$ cat src/rtl/frame_color_pkg.sv
// frame_color_pkg
//   Shared types and constants for the frame colour detector and any other
//   consumer of the RGB332 pixel classifier (e.g. the overlay/VGA path).
//   Contents: colour/class codes, detector FSM state enum, RGB332 field
//   positions and the per-channel classification thresholds.
package frame_color_pkg;

  typedef enum logic [1:0] {
    CLR_NONE  = 2'b00,
    CLR_RED   = 2'b01,
    CLR_GREEN = 2'b10,
    CLR_BLUE  = 2'b11
  } color_e;

  typedef enum logic [1:0] {
    ST_IDLE   = 2'd0,
    ST_READ   = 2'd1,
    ST_DRAIN  = 2'd2,
    ST_DECIDE = 2'd3
  } state_e;

  // RGB332 layout: {R[7:5], G[4:2], B[1:0]}
  localparam int R_MSB = 7;
  localparam int R_LSB = 5;
  localparam int G_MSB = 4;
  localparam int G_LSB = 2;
  localparam int B_MSB = 1;
  localparam int B_LSB = 0;

  // A 3-bit channel is "strong" at >= 4 and "weak" at <= 3;
  // the 2-bit blue channel is strong at >= 2 and weak at <= 1.
  localparam logic [2:0] RG_HI_TH = 3'd4;
  localparam logic [2:0] RG_LO_TH = 3'd3;
  localparam logic [1:0] B_LO_TH  = 2'd1;
  localparam logic [1:0] B_HI_TH  = 2'd2;

endpackage

$ cat src/rtl/px_classify.sv
// px_classify
//   Combinational RGB332 pixel classifier. Classes are mutually exclusive and
//   checked in priority order red, green, blue; anything else is NONE.
//   Ports:
//     i_px    [7:0]  RGB332 pixel {R[7:5], G[4:2], B[1:0]}
//     o_class [1:0]  class code (NONE/RED/GREEN/BLUE)
module px_classify
  import frame_color_pkg::*;
(
  input  logic [7:0] i_px,
  output color_e     o_class
);

  logic [2:0] w_r;
  logic [2:0] w_g;
  logic [1:0] w_b;

  assign w_r = i_px[R_MSB:R_LSB];
  assign w_g = i_px[G_MSB:G_LSB];
  assign w_b = i_px[B_MSB:B_LSB];

  always_comb begin
    o_class = CLR_NONE;
    if (w_r >= RG_HI_TH && w_g <= RG_LO_TH && w_b <= B_LO_TH)
      o_class = CLR_RED;
    else if (w_g >= RG_HI_TH && w_r <= RG_LO_TH && w_b <= B_LO_TH)
      o_class = CLR_GREEN;
    else if (w_b >= B_HI_TH && w_r <= RG_LO_TH && w_g <= RG_LO_TH)
      o_class = CLR_BLUE;
  end

endmodule

$ cat src/rtl/frame_color_detect.sv
// frame_color_detect
//   Scans one stored RGB332 frame through a synchronous-read pixel buffer,
//   counts red/green/blue pixels and reports the dominant colour.
//   Ports:
//     i_clk, i_rst_n           clock, async active-low reset
//     i_start                  one-cycle scan request (honoured in IDLE only)
//     o_busy                   scan in progress
//     o_done                   one-cycle pulse, results valid
//     o_mem_rd_addr/_en        pixel buffer read port (address, enable)
//     i_mem_rd_data [7:0]      pixel, valid one cycle after the address
//     o_color [1:0]            00 none, 01 red, 10 green, 11 blue
//     o_red/green/blue_cnt     class counts of the last completed frame
//
//   state     | meaning
//   ----------+--------------------------------------------------------
//   ST_IDLE   | waiting for i_start
//   ST_READ   | issuing addresses 0..NPIX-1, one per cycle
//   ST_DRAIN  | one cycle so the last read pixel gets counted
//   ST_DECIDE | latch counts and colour; done fires on the edge leaving
module frame_color_detect
  import frame_color_pkg::*;
#(
  parameter int AW      = 15,
  parameter int NPIX    = 19200,
  parameter int CW      = 15,
  parameter int MIN_CNT = 64
) (
  input  logic          i_clk,
  input  logic          i_rst_n,
  input  logic          i_start,
  output logic          o_busy,
  output logic          o_done,
  output logic [AW-1:0] o_mem_rd_addr,
  output logic          o_mem_rd_en,
  input  logic [7:0]    i_mem_rd_data,
  output logic [1:0]    o_color,
  output logic [CW-1:0] o_red_cnt,
  output logic [CW-1:0] o_green_cnt,
  output logic [CW-1:0] o_blue_cnt
);

  localparam logic [AW-1:0] LAST_ADDR = AW'(NPIX - 1);

  state_e        r_state;
  state_e        w_state_nxt;
  logic          w_accept;
  logic          w_last;
  logic          w_decide;

  logic [AW-1:0] r_addr;
  logic          r_rd_en;
  logic          r_busy;
  logic          r_done;
  logic          r_v;

  logic [CW-1:0] r_red_acc;
  logic [CW-1:0] r_grn_acc;
  logic [CW-1:0] r_blu_acc;
  logic [CW-1:0] r_red_cnt;
  logic [CW-1:0] r_grn_cnt;
  logic [CW-1:0] r_blu_cnt;
  color_e        r_color;

  color_e        w_class;
  color_e        w_color;
  logic [CW-1:0] w_win_cnt;

  px_classify u_px_classify (
    .i_px    (i_mem_rd_data),
    .o_class (w_class)
  );

  always_ff @(posedge i_clk or negedge i_rst_n) begin
    if (!i_rst_n) r_state <= ST_IDLE;
    else          r_state <= w_state_nxt;
  end

  // done is registered on the DECIDE edge, so the FSM is already back in
  // IDLE while it is high; a start coincident with done must still be
  // ignored, hence the r_done gate on acceptance.
  always_comb begin
    w_state_nxt = r_state;
    w_accept    = 1'b0;
    w_last      = 1'b0;
    w_decide    = 1'b0;
    case (r_state)
      ST_IDLE: begin
        if (i_start && !r_done) begin
          w_accept    = 1'b1;
          w_state_nxt = ST_READ;
        end
      end
      ST_READ: begin
        if (r_addr == LAST_ADDR) begin
          w_last      = 1'b1;
          w_state_nxt = ST_DRAIN;
        end
      end
      ST_DRAIN:  w_state_nxt = ST_DECIDE;
      ST_DECIDE: begin
        w_decide    = 1'b1;
        w_state_nxt = ST_IDLE;
      end
      default:   w_state_nxt = ST_IDLE;
    endcase
  end

  // Dominant colour: later classes must be strictly larger to win a tie.
  always_comb begin
    w_win_cnt = r_red_acc;
    w_color   = CLR_RED;
    if (r_grn_acc > w_win_cnt) begin
      w_win_cnt = r_grn_acc;
      w_color   = CLR_GREEN;
    end
    if (r_blu_acc > w_win_cnt) begin
      w_win_cnt = r_blu_acc;
      w_color   = CLR_BLUE;
    end
    if (w_win_cnt < CW'(MIN_CNT))
      w_color = CLR_NONE;
  end

  always_ff @(posedge i_clk or negedge i_rst_n) begin
    if (!i_rst_n) begin
      r_addr  <= '0;
      r_rd_en <= 1'b0;
      r_busy  <= 1'b0;
      r_done  <= 1'b0;
      r_v     <= 1'b0;
    end else begin
      r_v    <= (r_state == ST_READ);
      r_done <= w_decide;
      if (w_accept) begin
        r_addr  <= '0;
        r_rd_en <= 1'b1;
        r_busy  <= 1'b1;
      end else if (w_last) begin
        r_rd_en <= 1'b0;
      end else if (r_state == ST_READ) begin
        r_addr  <= r_addr + AW'(1);
      end
      if (w_decide)
        r_busy <= 1'b0;
    end
  end

  always_ff @(posedge i_clk or negedge i_rst_n) begin
    if (!i_rst_n) begin
      r_red_acc <= '0;
      r_grn_acc <= '0;
      r_blu_acc <= '0;
    end else if (w_accept) begin
      r_red_acc <= '0;
      r_grn_acc <= '0;
      r_blu_acc <= '0;
    end else if (r_v) begin
      case (w_class)
        CLR_RED:   r_red_acc <= r_red_acc + CW'(1);
        CLR_GREEN: r_grn_acc <= r_grn_acc + CW'(1);
        CLR_BLUE:  r_blu_acc <= r_blu_acc + CW'(1);
        default:   ;
      endcase
    end
  end

  always_ff @(posedge i_clk or negedge i_rst_n) begin
    if (!i_rst_n) begin
      r_red_cnt <= '0;
      r_grn_cnt <= '0;
      r_blu_cnt <= '0;
      r_color   <= CLR_NONE;
    end else if (w_decide) begin
      r_red_cnt <= r_red_acc;
      r_grn_cnt <= r_grn_acc;
      r_blu_cnt <= r_blu_acc;
      r_color   <= w_color;
    end
  end

  assign o_busy        = r_busy;
  assign o_done        = r_done;
  assign o_mem_rd_addr = r_addr;
  assign o_mem_rd_en   = r_rd_en;
  assign o_color       = r_color;
  assign o_red_cnt     = r_red_cnt;
  assign o_green_cnt   = r_grn_cnt;
  assign o_blue_cnt    = r_blu_cnt;

endmodule

$ cat config.mk
export PLATFORM = sky130hd
export DESIGN_NAME = frame_color_detect
export DESIGN_NICKNAME = d
export VERILOG_FILES = /design/src/rtl/frame_color_pkg.sv /design/src/rtl/px_classify.sv /design/src/rtl/frame_color_detect.sv
export SDC_FILE = /design/constraint.sdc
export NUM_CORES = 1
export LEC_CHECK = 0
export ABC_AREA = 1
export CAP_MARGIN = 40
export CORE_MARGIN = 2
export CORE_UTILIZATION = 35
export DETAILED_ROUTE_END_ITERATION = 8
export HOLD_SLACK_MARGIN = 0.05
export PLACE_DENSITY = 0.68
export SLEW_MARGIN = 0
export SYNTH_ARGS = -nofsm -noshare
export SYNTH_HDL_FRONTEND = slang
export SYNTH_SLANG_ARGS = --single-unit
$ cat constraint.sdc
create_clock -name i_clk -period 3.1 [get_ports i_clk]
set_input_delay 0.775 -clock i_clk [delete_from_list [all_inputs] [get_ports i_clk]]
set_output_delay 0.775 -clock i_clk [all_outputs]
set_load 0.1 [all_outputs]
# == Word-level counts from Yosys, hierarchy flattened ==
# Cells that the tools add are included.
# Widths: inputs -> output; s select.
# classes
n_lt_le_gt_ge,9
muxes,32
n_eq_ne,10
reduce_logical,21
n_addsub,4
# op_table
op,count
$mux 15,14
$add 15x1->15 const B,4
$gt 15x15->1,2
$mux 2,8
$eq 15x15->1 const B,1
$lt 15x7->1 const B,1
$reduce_bool 2->1,7
$reduce_and 2->1,5
$mux 1,9
$eq 2x2->1 const B,4
$pmux 2 s4,1
$logic_and 1x1->1,7
$ge 3x3->1 const B,2
$le 3x2->1 const B,2
$ne 2x2->1 const B,3
$eq 2x1->1 const B,2
$ge 2x2->1 const B,1
$le 2x1->1 const B,1
$logic_not 2->1,1
$logic_not 1->1,1
# word_totals
ff_bits,113
elab_cells,89
output_inout_bits,65
inputBits,11

# == Depth between registers and ports, before layout ==
# logic_depth
ltp_word,10
depth_mapped,27
ltp_nobuf,25

# == Cells and area by module ==
# A second synthesis with hierarchy kept.
# unflattened
hier_cells,759
hier_area_um2,6199.7
# by_module_without_submodules
mod,area_each_um2,instances,seq_area_each_um2,cells_per_inst
frame_color_detect,6162.2,1,2827.7,749
px_classify,37.5,1,0.0,10

# == Least setup slack after synthesis ==
# Ideal clock, no wire load.
# synth_path
path_kind,register to register
start,register r_red_acc[9]
end,"register r_color[1], in the netlist o_color[1]"
setup_time_ns,0.120
arrival_time_ns,2.914
required_ns,2.980
stages_incl_launch_ff,27
path_buffers,2
setup_slack_ns,0.066
path_cell_list,dfrtp_1 inv_1 ha_1 nand2_1 inv_1 nand3_1 nor2_4 nand2_1 nand2_4 nand2_2 buf_6 buf_2 nand2_1 o21ai_0 ha_1 nand2_1 nor2_1 o21ai_0 nand3_1 nand2_1 nand2_1 nand2_1 nand3_1 nor2_1 nand3_1 nand3_1 nand2_1
# synth_via
elab_chain_cells,6
word_cells_on_any_way,8
classes_between,3 x order compare; 5 x mux
# synth_rtl
item,line_no,rtl
start: declaration,frame_color_detect.sv:56,logic [CW-1:0] r_red_acc;
start signal: assignment,frame_color_detect.sv:159,CLR_RED: r_red_acc <= r_red_acc + CW'(1);
$gt 15x15->1,frame_color_detect.sv:112,if (r_grn_acc > w_win_cnt) begin
$mux 15,frame_color_detect.sv:112,
$gt 15x15->1,frame_color_detect.sv:116,if (r_blu_acc > w_win_cnt) begin
$mux 15,frame_color_detect.sv:116,
$lt 15x7->1,frame_color_detect.sv:120,if (w_win_cnt < CW'(MIN_CNT))
$mux 2 (*),frame_color_detect.sv:120,
end signal: assignment,frame_color_detect.sv:177,r_color <= w_color;
end: declaration,frame_color_detect.sv:62,color_e r_color;
# Mark *: on every way between the ends. The rest lies on a longest branch, timed or not.
# A chain may end at the register's enable or synchronous reset.

# == Worst setup path after layout ==
# layout_path
start,register r_grn_acc[13]
end,"register r_color[0], in the netlist o_color[0]"
# layout_via
elab_chain_cells,6
word_cells_on_any_way,8
classes_between,3 x order compare; 5 x mux
# layout_rtl
item,line_no,rtl
start: declaration,frame_color_detect.sv:57,logic [CW-1:0] r_grn_acc;
start signal: assignment,frame_color_detect.sv:160,CLR_GREEN: r_grn_acc <= r_grn_acc + CW'(1);
$gt 15x15->1,frame_color_detect.sv:112,
$mux 15,frame_color_detect.sv:112,
$gt 15x15->1,frame_color_detect.sv:116,
$mux 15,frame_color_detect.sv:116,
$lt 15x7->1,frame_color_detect.sv:120,
$mux 2 (*),frame_color_detect.sv:120,
# Marks and branches as above.

==> flow_summary.yaml <==
hold_path:
  min_path_type: "primary input to async pin"
power_and_ir_drop:
  power_density_mw_per_mm2: 1170
  peakVddDrop_mv: 0.539
  power.leakage_uw: 0.00397
global_routing:
  overflow: 0
  first_global_vias: 5256
  grt_max_degree: 51
  antenna_found_initial: 0
  grt_pass1_wl_um: 25900
  grt_use_total_pct: 17.9
routing:
  routed_wl_um: 16000
  postRouteAntennaNets: 0
  wl_per_cell_um: 14.2
  via_count: 5506
  route.detailed.drc: 0
  via_per_inst: 4.89
  first_pass_iters: 4
  drt_iter0_drc: 335
clock_tree:
  clkTransAtPathRegs_ns: 0.06
  htreeDepth: 4
  cts_made_buffers: 17
  root_buffer: "clkbuf_16"
  cts_sinks: 113
  cts_buffer_depth: 2
  clock_latency_ns: 0.42
  cts_tree: "built"
sta:
  post-route-period-util_pct: 98.4
  layout_min_cycle_time_ns: 3.05
  finClkSkew_ns: 0.00857
  hold_slack_ns: 0.383
  tightest_slew_ns: 0.682
  slew_headroom_pct: 54.5
  slew_violations: 0
  finalSetupViolations: 0
  fmax_mhz: 328
  rsz0062_at_grt: "yes"
  fin_tns_setup_ns: 0
  fin_ws_ns: 0.0486
  final-hold-violation-count: 0
setup_path:
  critical_path.max_fanout: 5
  critPathCaptureType: "register"
  critPathLaunchType: "register"
  crit_type: "register to register"
  crit_required_ns: 3.41
  cp.arrival_ns: 3.36
floorplan:
  die_x_um: 136
  die-area_mm2: 0.0186
  rows: 48
  io_pins: 76
  dieHeight_um: 136
  core-area_mm2: 0.0172
  initial_utilization_pct: 35.6
synth:
  synth_nets: 807
  synth_top_area_cell: "dfrtp_1"
  synth_edf_count: 0
  synthFlopType: "dfrtp_1"
  yosys_warnings: 0
  synth_area_leaders: "dfrtp_1, nand2_1, ha_1"
  syn-cell-area_mm2: 0.00614
  netlist.area_leader.share_pct: 46.1
  synth_area_per_cell_um2: 8.10
  seq_area_frac_synth_pct: 46.1
  ys_ff_latch: 113
  netlist_instances: 758
  synthDistinctLibCells: 37
  synthArstFlopShare_pct: 100
place:
  post-dp-hpwl_um: 11400
  post-place-ws_ns: -0.106
  port_buffers: 70
  place_congestion: 0.887
outcome:
  status: "finished, final reports clean"
layout:
  antennaDiodeCount: 0
  fillers: 1622
  nNetsFinal: 938
  area_growth_pct: 33.1
  drive_gt1_share_pct: 23.0
run:
  max-cap-violations: 0
cells by family after synthesis:
group / synth area share, %
xor gates and xnor gates: 1.43
and+or+nand+nor: 25.7
AOI/OAI and AO/OA: 12.4
buffers and inverters: 6.61
DFF: 46.1
adders and majority gates: 7.75
critical path, cell delays in order (launching register included):
cell and delay [ns]:
dfrtp_1 0.41, ha_1 0.31, nand2_2 0.08, nor2_4 0.12, inv_2 0.05, nor2_4 0.11
nand2_2 0.08, nand2_4 0.13, nand2_4 0.09, buf_6 0.13, nand2_1 0.06, nand2_1 0.11
ha_1 0.31, nand2_1 0.08, nor3_2 0.21, nand4_1 0.15, nand2_2 0.13, nand3_2 0.06
nor2_1 0.09, nand3_1 0.09, nand3_1 0.09, nand2_1 0.05
path summary, 6_finish.rpt:
check                          startpoint              end  slack, ns  cells past startpoint
max                         r_grn_acc[13]       o_color[0]       0.05                     21
min                               i_rst_n  o_green_cnt[13]       0.38                      1
max reg2reg                 r_grn_acc[13]       o_color[0]       0.05                     21
min reg2reg                o_blue_cnt[12]   o_blue_cnt[12]       0.47                      2
max in group asynchronous         i_rst_n    o_blue_cnt[8]       1.95                      2
min in group i_clk         o_blue_cnt[12]   o_blue_cnt[12]       0.47                      2
flip-flops by register name, indices dropped and copies added, names as in the netlist:
register / flops
o_blue_cnt: 15
o_busy: 1
o_color: 2
o_done: 1
o_green_cnt: 15
o_mem_rd_addr: 15
o_mem_rd_en: 1
o_red_cnt: 15
r_blu_acc: 15
r_grn_acc: 15
r_red_acc: 15
r_state: 2
r_v: 1
cell type report:
| type | count | area [um2] | area share (%) |
|---|---|---|---|
| Inverter | 88 | 332 | 4.06 |
| Multi-Input combinational cell | 541 | 3100 | 37.9 |
| Clock buffer | 26 | 499 | 6.11 |
| Timing Repair Buffer | 128 | 1030 | 12.6 |
| Clock inverter | 5 | 100 | 1.23 |
| Sequential cell | 113 | 2830 | 34.6 |
| Tap cell | 225 | 282 | 3.45 |
placed cells by master, fill, tap and decap left out, types with 6 or more instances in the layout:
| master | instances |
|---|---|
| nor2_2 | 7 |
| o21ai_1 | 6 |
| ha_1 | 31 |
| xor2_1 | 10 |
| nand2_1 | 175 |
| ha_4 | 7 |
| a21oi_1 | 41 |
| o21ai_0 | 86 |
| inv_1 | 82 |
| buf_4 | 118 |
| nand4_1 | 8 |
| clkbuf_16 | 18 |
| nand3_1 | 46 |
| dfrtp_1 | 113 |
| nor2_1 | 46 |
| nand2_2 | 11 |
| nor3_1 | 22 |
| nor3_2 | 6 |
cell usage after synthesis (2+ instances only):
| cell type | number |
|---|---|
| nand2_1 | 183 |
| dfrtp_1 | 113 |
| o21ai_0 | 90 |
| inv_1 | 84 |
| nand3_1 | 49 |
| nor2_1 | 47 |
| a21oi_1 | 42 |
| ha_1 | 38 |
| nor3_1 | 23 |
| clkbuf_1 | 13 |
| xor2_1 | 10 |
| nand4_1 | 8 |
| nor2_2 | 7 |
| nor4_1 | 6 |
| nor3_2 | 5 |
| o21a_1 | 5 |
| nand2_2 | 4 |
| o21ai_1 | 4 |
| inv_2 | 3 |
| o31ai_1 | 3 |
| and3_1 | 2 |
| buf_2 | 2 |
| nand2_4 | 2 |
| nor2_4 | 2 |
layer usage:
| layer | routed length, um | share of wire (%) | global-route usage, % |
|---|---|---|---|
| met5 | 0 | 0 | 0 |
| met2 | 7200 | 45 | 26.9 |
| met1 | 7740 | 48 | 24.7 |
| met4 | 304 | 1.9 | 7.29 |
| met3 | 763 | 4.8 | 4.40 |
what timing repair did:
action | in CTS | in global routing
pin swaps | 1 | 24
gates resized for setup | 6 | 34
endpoints found under the setup margin | 2 | 2
gates cloned | 0 | 2
hold buffers | 0 | 0
buffers inserted | 1 | 2
report_power, final:
part / leakage [uW] / switching (uW) / internal, uW
clock network: 0.000294 / 666 / 1340
registers: 0.00154 / 230 / 1790
logic: 0.00214 / 3910 / 1650
total: 0.00397 / 4810 / 4780
stage by stage:
stage | power (uW) | util (%) | instances | instance area, um2
finish | 9590 | 47.4 | 1126 | 8170
global route | 10100 | 47.4 | 1126 | 8170
CTS | 9150 | 46.1 | 1122 | 7940
detailed placement | 7030 | 42.4 | 1090 | 7310
global placement | 6950 | 42.4 | 1090 | 7310
floorplan | 5700 | - | 758 | 6140
No activity file was read; power rests on OpenSTA's default activity.
